<file path="src/rtl/if_id_pkg.sv">
// ---------------------------------------------------------------------------
// if_id_pkg
// Shared definitions for the fetch->decode boundary.
//   IF_ID_ADDR_W  : default PC width
//   IF_ID_INSTR_W : default instruction width
//   NOP_INSTR     : canonical NOP (addi x0, x0, 0) shown when no entry is valid
//   if_id_entry_t : {pc, instr} pair as buffered by the queue and consumed
//                   by the decode stage
// ---------------------------------------------------------------------------
package if_id_pkg;

    localparam int IF_ID_ADDR_W  = 64;
    localparam int IF_ID_INSTR_W = 32;

    localparam logic [31:0] NOP_INSTR = 32'h0000_0013;

    typedef struct packed {
        logic [IF_ID_ADDR_W-1:0]  pc;
        logic [IF_ID_INSTR_W-1:0] instr;
    } if_id_entry_t;

endpackage : if_id_pkg

</file>
<file path="src/rtl/fifo_ptr_ctrl.sv">
// ---------------------------------------------------------------------------
// fifo_ptr_ctrl
// Pointer/occupancy controller for a DEPTH-entry FIFO (DEPTH a power of two).
// Ports:
//   clk, reset (async, active-low), flush (sync clear)
//   push_req  : producer offers an entry (in_valid)
//   pop_req   : consumer accepts the head (out_ready)
//   in_ready  : queue can accept an entry this cycle
//   out_valid : head entry is available this cycle
//   push, pop : handshakes that complete at the next rising edge
//   wr_ptr, rd_ptr : storage indices
//   count     : occupancy 0..DEPTH
// ---------------------------------------------------------------------------
module fifo_ptr_ctrl #(
    parameter  int DEPTH = 4,
    localparam int PTR_W = $clog2(DEPTH),
    localparam int CNT_W = PTR_W + 1
) (
    input  logic             clk,
    input  logic             reset,
    input  logic             flush,
    input  logic             push_req,
    input  logic             pop_req,
    output logic             in_ready,
    output logic             out_valid,
    output logic             push,
    output logic             pop,
    output logic [PTR_W-1:0] wr_ptr,
    output logic [PTR_W-1:0] rd_ptr,
    output logic [CNT_W-1:0] count
);

    logic [PTR_W-1:0] wr_ptr_q, wr_ptr_d;
    logic [PTR_W-1:0] rd_ptr_q, rd_ptr_d;
    logic [CNT_W-1:0] count_q,  count_d;
    logic             full;
    logic             empty;

    // Pointers alone cannot tell full from empty once they wrap; count does.
    assign full  = (count_q == CNT_W'(DEPTH));
    assign empty = (count_q == '0);

    // Flush masks both handshakes so nothing completes on the clearing edge.
    // A full queue refuses input even if a pop happens in the same cycle.
    assign in_ready  = !full  && !flush;
    assign out_valid = !empty && !flush;
    assign push      = push_req && in_ready;
    assign pop       = pop_req  && out_valid;

    always_comb begin
        wr_ptr_d = wr_ptr_q;
        rd_ptr_d = rd_ptr_q;
        count_d  = count_q;
        if (flush) begin
            wr_ptr_d = '0;
            rd_ptr_d = '0;
            count_d  = '0;
        end else begin
            if (push) wr_ptr_d = wr_ptr_q + PTR_W'(1);
            if (pop)  rd_ptr_d = rd_ptr_q + PTR_W'(1);
            case ({push, pop})
                2'b10:   count_d = count_q + CNT_W'(1);
                2'b01:   count_d = count_q - CNT_W'(1);
                default: count_d = count_q;
            endcase
        end
    end

    always_ff @(posedge clk or negedge reset) begin
        if (!reset) begin
            wr_ptr_q <= '0;
            rd_ptr_q <= '0;
            count_q  <= '0;
        end else begin
            wr_ptr_q <= wr_ptr_d;
            rd_ptr_q <= rd_ptr_d;
            count_q  <= count_d;
        end
    end

    assign wr_ptr = wr_ptr_q;
    assign rd_ptr = rd_ptr_q;
    assign count  = count_q;

endmodule : fifo_ptr_ctrl

</file>
<file path="src/rtl/if_id_queue.sv">
// ---------------------------------------------------------------------------
// if_id_queue
// Instruction buffer between fetch and decode. Holds fetched {pc, instr}
// pairs across decode stalls; flush (branch taken) drops every buffered
// entry so wrong-path instructions never reach decode. Strict FIFO order,
// no in->out bypass (an entry is visible the cycle after it is pushed).
// Ports:
//   clk, reset (async, active-low), flush (sync)
//   in_valid/in_ready, in_pc, in_instr      : fetch side
//   out_valid/out_ready, out_pc, out_instr  : decode side (0 / NOP when idle)
//   count                                   : occupancy 0..DEPTH
// ---------------------------------------------------------------------------
module if_id_queue
    import if_id_pkg::*;
#(
    parameter  int DEPTH   = 4,
    parameter  int ADDR_W  = IF_ID_ADDR_W,
    parameter  int INSTR_W = IF_ID_INSTR_W,
    localparam int PTR_W   = $clog2(DEPTH),
    localparam int CNT_W   = PTR_W + 1
) (
    input  logic               clk,
    input  logic               reset,
    input  logic               flush,
    input  logic               in_valid,
    output logic               in_ready,
    input  logic [ADDR_W-1:0]  in_pc,
    input  logic [INSTR_W-1:0] in_instr,
    output logic               out_valid,
    input  logic               out_ready,
    output logic [ADDR_W-1:0]  out_pc,
    output logic [INSTR_W-1:0] out_instr,
    output logic [CNT_W-1:0]   count
);

    logic             push;
    logic             pop;
    logic [PTR_W-1:0] wr_ptr;
    logic [PTR_W-1:0] rd_ptr;

    fifo_ptr_ctrl #(
        .DEPTH (DEPTH)
    ) u_ptr_ctrl (
        .clk       (clk),
        .reset     (reset),
        .flush     (flush),
        .push_req  (in_valid),
        .pop_req   (out_ready),
        .in_ready  (in_ready),
        .out_valid (out_valid),
        .push      (push),
        .pop       (pop),
        .wr_ptr    (wr_ptr),
        .rd_ptr    (rd_ptr),
        .count     (count)
    );

    // Storage uses the shared entry layout; it is never reset because the
    // occupancy count alone decides what is visible.
    if_id_entry_t mem_q [DEPTH];
    if_id_entry_t wr_entry_d;
    if_id_entry_t head_entry;

    always_comb begin
        wr_entry_d       = '0;
        wr_entry_d.pc    = IF_ID_ADDR_W'(in_pc);
        wr_entry_d.instr = IF_ID_INSTR_W'(in_instr);
    end

    // Written only on a completed push, so X on the inputs while
    // in_valid=0 never enters the storage.
    always_ff @(posedge clk) begin
        if (push) begin
            mem_q[wr_ptr] <= wr_entry_d;
        end
    end

    assign head_entry = mem_q[rd_ptr];

    always_comb begin
        out_pc    = '0;
        out_instr = INSTR_W'(NOP_INSTR);
        if (out_valid) begin
            out_pc    = ADDR_W'(head_entry.pc);
            out_instr = INSTR_W'(head_entry.instr);
        end
    end

    // pop is consumed inside the controller; kept visible for debug probes.
    logic pop_unused;
    assign pop_unused = pop;

endmodule : if_id_queue

</file>
<file path="config.mk">
export PLATFORM = sky130hd
export DESIGN_NAME = if_id_queue
export DESIGN_NICKNAME = d
export VERILOG_FILES = /design/src/rtl/if_id_pkg.sv /design/src/rtl/fifo_ptr_ctrl.sv /design/src/rtl/if_id_queue.sv
export SDC_FILE = /design/constraint.sdc
export NUM_CORES = 1
export LEC_CHECK = 0
export CAP_MARGIN = 20
export CORE_UTILIZATION = 49
export CTS_CLUSTER_SIZE = 14
export DETAILED_ROUTE_END_ITERATION = 16
export PLACE_DENSITY = 0.83
export SYNTH_ARGS = -nofsm -noshare
export SYNTH_HDL_FRONTEND = slang
export SYNTH_HIERARCHICAL = 1
export SYNTH_SLANG_ARGS = --single-unit
export TNS_END_PERCENT = 5
</file>
<file path="constraint.sdc">
create_clock -name clk -period 7.84 [get_ports clk]
set_input_delay 1.568 -clock clk [delete_from_list [all_inputs] [get_ports clk]]
set_output_delay 1.568 -clock clk [all_outputs]
set_load 0.02 [all_outputs]
</file>
==> impl_results.md <==
* Clk Latency, worst-skew pair at about 0.51 ns
* Hold Path Cell Cnt at 2
* GRT overflow at 0
* Die height at ~180 µm
* H-tree depth at 2
* Core ar. at around 30000 µm²
* Non-filler cells in the finished layout at 1403
* Finished Core Util at 0.617
* Syn Inst Count at 777
* Drt total wl at 29200 µm
* DIE AREA at 31500 µm²
* Global-route wire length before repair at between 40000 and 50000 µm
* Clock buffer depth at 3
* Critical Path Sink Type: output port
* Slew Limit Fails at 0
* DP Cell Count at ~1300
* Slew of the pin with the lowest slew margin at approximately 1.1 ns
* Final worst path period share at 0.791
* Row Count at between 60 and 70
* Share of layout cells above drive strength 1 at 0.0711
* Reg2reg start: u_ptr_ctrl/count[0]
* Met1 Use GR at 0.224
* Worst Setup Start Kind: primary input
* Status: complete, no violations
* DR iter-0 viols at 622
* Psw at about 1100 µW
* Initial Util at 0.504
* CTS root buf: clkbuf_16
* Initial antenna violation count at 3
* R2r endpoint: mem_q[2][72]
* Setup Buffers After CTS at 0
* Req. time, crit path at 6.27 ns
* # fillers at 2082
* Grt peak-use layer: met2
* Sequential share of power at 0.506
* Clock transition at path regs at around 0.06 ns
* Synth Net Count at ~880
* Clock sink count at approximately 390
* Reg2reg path depth at 4
* P_int at around 3700 µW
* Area Growth Syn to Fin at 22.4%
* Final total power at approximately 4700 µW
* Kind of critical path: in -> out
* Setup TNS at 0 ns
* Routed vias at roughly 7800
* Worst hold slack at slightly above 0.7 ns
* Initial DRT Pass Iterations at 5
* CP max FO at 48
* Power Density at between 200 and 300 nW/µm²
* Port Buf Inserts at between 200 and 250
* Final hold violation count at 0
* Hpwl dp at 16800 µm
* Vias per cell at approximately 5.6
* Vias in the first global route at between 8000 and 9000
* Min-delay src: u_ptr_ctrl/wr_ptr[0]
* Sw frac at 0.225
* TritonCTS Buffers at 39
* Wire length per cell at around 21 µm
* Worst hold path type: reg -> reg
* GRT met3 Usage at 0.0499
* Syn Area/Cell at 19.4 µm²
* # setup viols final at 0
* Lkg Pwr at between 0.005 and 0.006 µW
* Post-route ant nets at 0
* GPL Wtd Cong at 0.745
* MaxCap Viol Count at 0
* Clk_skew at ~0.013 ns
* Critical Path AT at about 4.6 ns
* Peak VDD IR at 189 µV
* Max Freq at roughly 0.16 GHz
* Comb power frac at 0.121
* Largest net degree at the start of global routing at 96
* Hold bufs inserted after CTS at 0
* Flop-to-flop setup slack at 4.76 ns
* Horiz. Die Dim at roughly 180 µm
* Hold Path End: u_ptr_ctrl/wr_ptr[0]
* TritonCTS clock tree: done
* Top Ports at roughly 200
* Gates resized, CTS repair at 0
* DRC errors left at 0
* Gr usage total at 0.185
* Max-Slew Margin vs Limit at 0.261
* Routing usage on met2 at 0.319
* Clock network power share at 0.373
* Post-synthesis instance area at around 15000 µm²
* Final min period at around 6.2 ns
* Synthesis Warnings at 6
* RSZ-0062 raised after global routing: false
* # nets final at between 1000 and 1500
final cells by class:
cell class | count | area [µm²] | share of cell area
repair buffers | 211 | 2110 | 0.114
diodes | 1 | 2.50 | 0.000135
well taps | 390 | 488 | 0.0264
inverters | 1 | 3.75 | 0.000203
clock buffers | 48 | 1050 | 0.0570
clock inverters | 22 | 175 | 0.00948
flip-flops and latches | 391 | 11700 | 0.634
multi-input cells | 339 | 2930 | 0.159
through the flow:
stage	setup WS (ns)	instance area (µm²)
after floorplan	1.29	15100
after global placement	1.74	17200
after detailed placement	1.60	17200
after CTS	1.61	18500
after global routing	1.47	18500
final	1.64	18500
cell usage in the layout (no fill, tap or decap), types with 3 or more instances in the layout:
master,instances
a21oi_1,3
buf_4,8
bufinv_16,3
clkbuf_1,7
clkbuf_16,41
clkdlybuf4s50_1,201
clkinv_1,11
clkinv_2,7
dfrtp_1,6
edfxtp_1,384
mux2i_1,186
mux4_1,3
nand2_1,6
nand2b_1,5
nor2_1,7
nor3_1,4
o22ai_1,93
xor2_1,4
worst max path at each step:
stage,end,slack [ns],start,cells past startpoint
CTS,out_pc[10],1.61,flush,6
global placement,out_pc[4],1.74,flush,6
floorplan,mem_q[1][0],1.29,flush,4
finish,out_pc[10],1.64,flush,6
global route,out_pc[10],1.47,flush,6
detailed placement,out_pc[10],1.60,flush,6
power by group through the flow:
stage | Clock (µW) | Sequential, µW | Combinational, µW
final | 1770 | 2400 | 573
after global routing | 1880 | 2410 | 607
after CTS | 1800 | 2400 | 577
after detailed placement | 0 | 2440 | 574
after global placement | 0 | 2440 | 563
after floorplan | 0 | 2430 | 342
metal layers:
metal,vias to the layer above,wire length [µm]
li1,3575,-
met1,3856,11900
met2,303,14400
met3,65,2220
met4,4,697
met5,-,27
critical path, stage by stage:
cell and delay [ns]:
clkdlybuf4s50_1 0.62, nor2_1 0.56, nand2_4 0.48, buf_4 0.46, o22ai_1 0.26, clkdlybuf4s50_1 0.65
registers in the layout, summed over array words and instances (netlist names):
signal and count:
mem_q 384, u_ptr_ctrl/count 3, u_ptr_ctrl/rd_ptr 2, u_ptr_ctrl/wr_ptr 2
(Power assumes the default switching activity.)
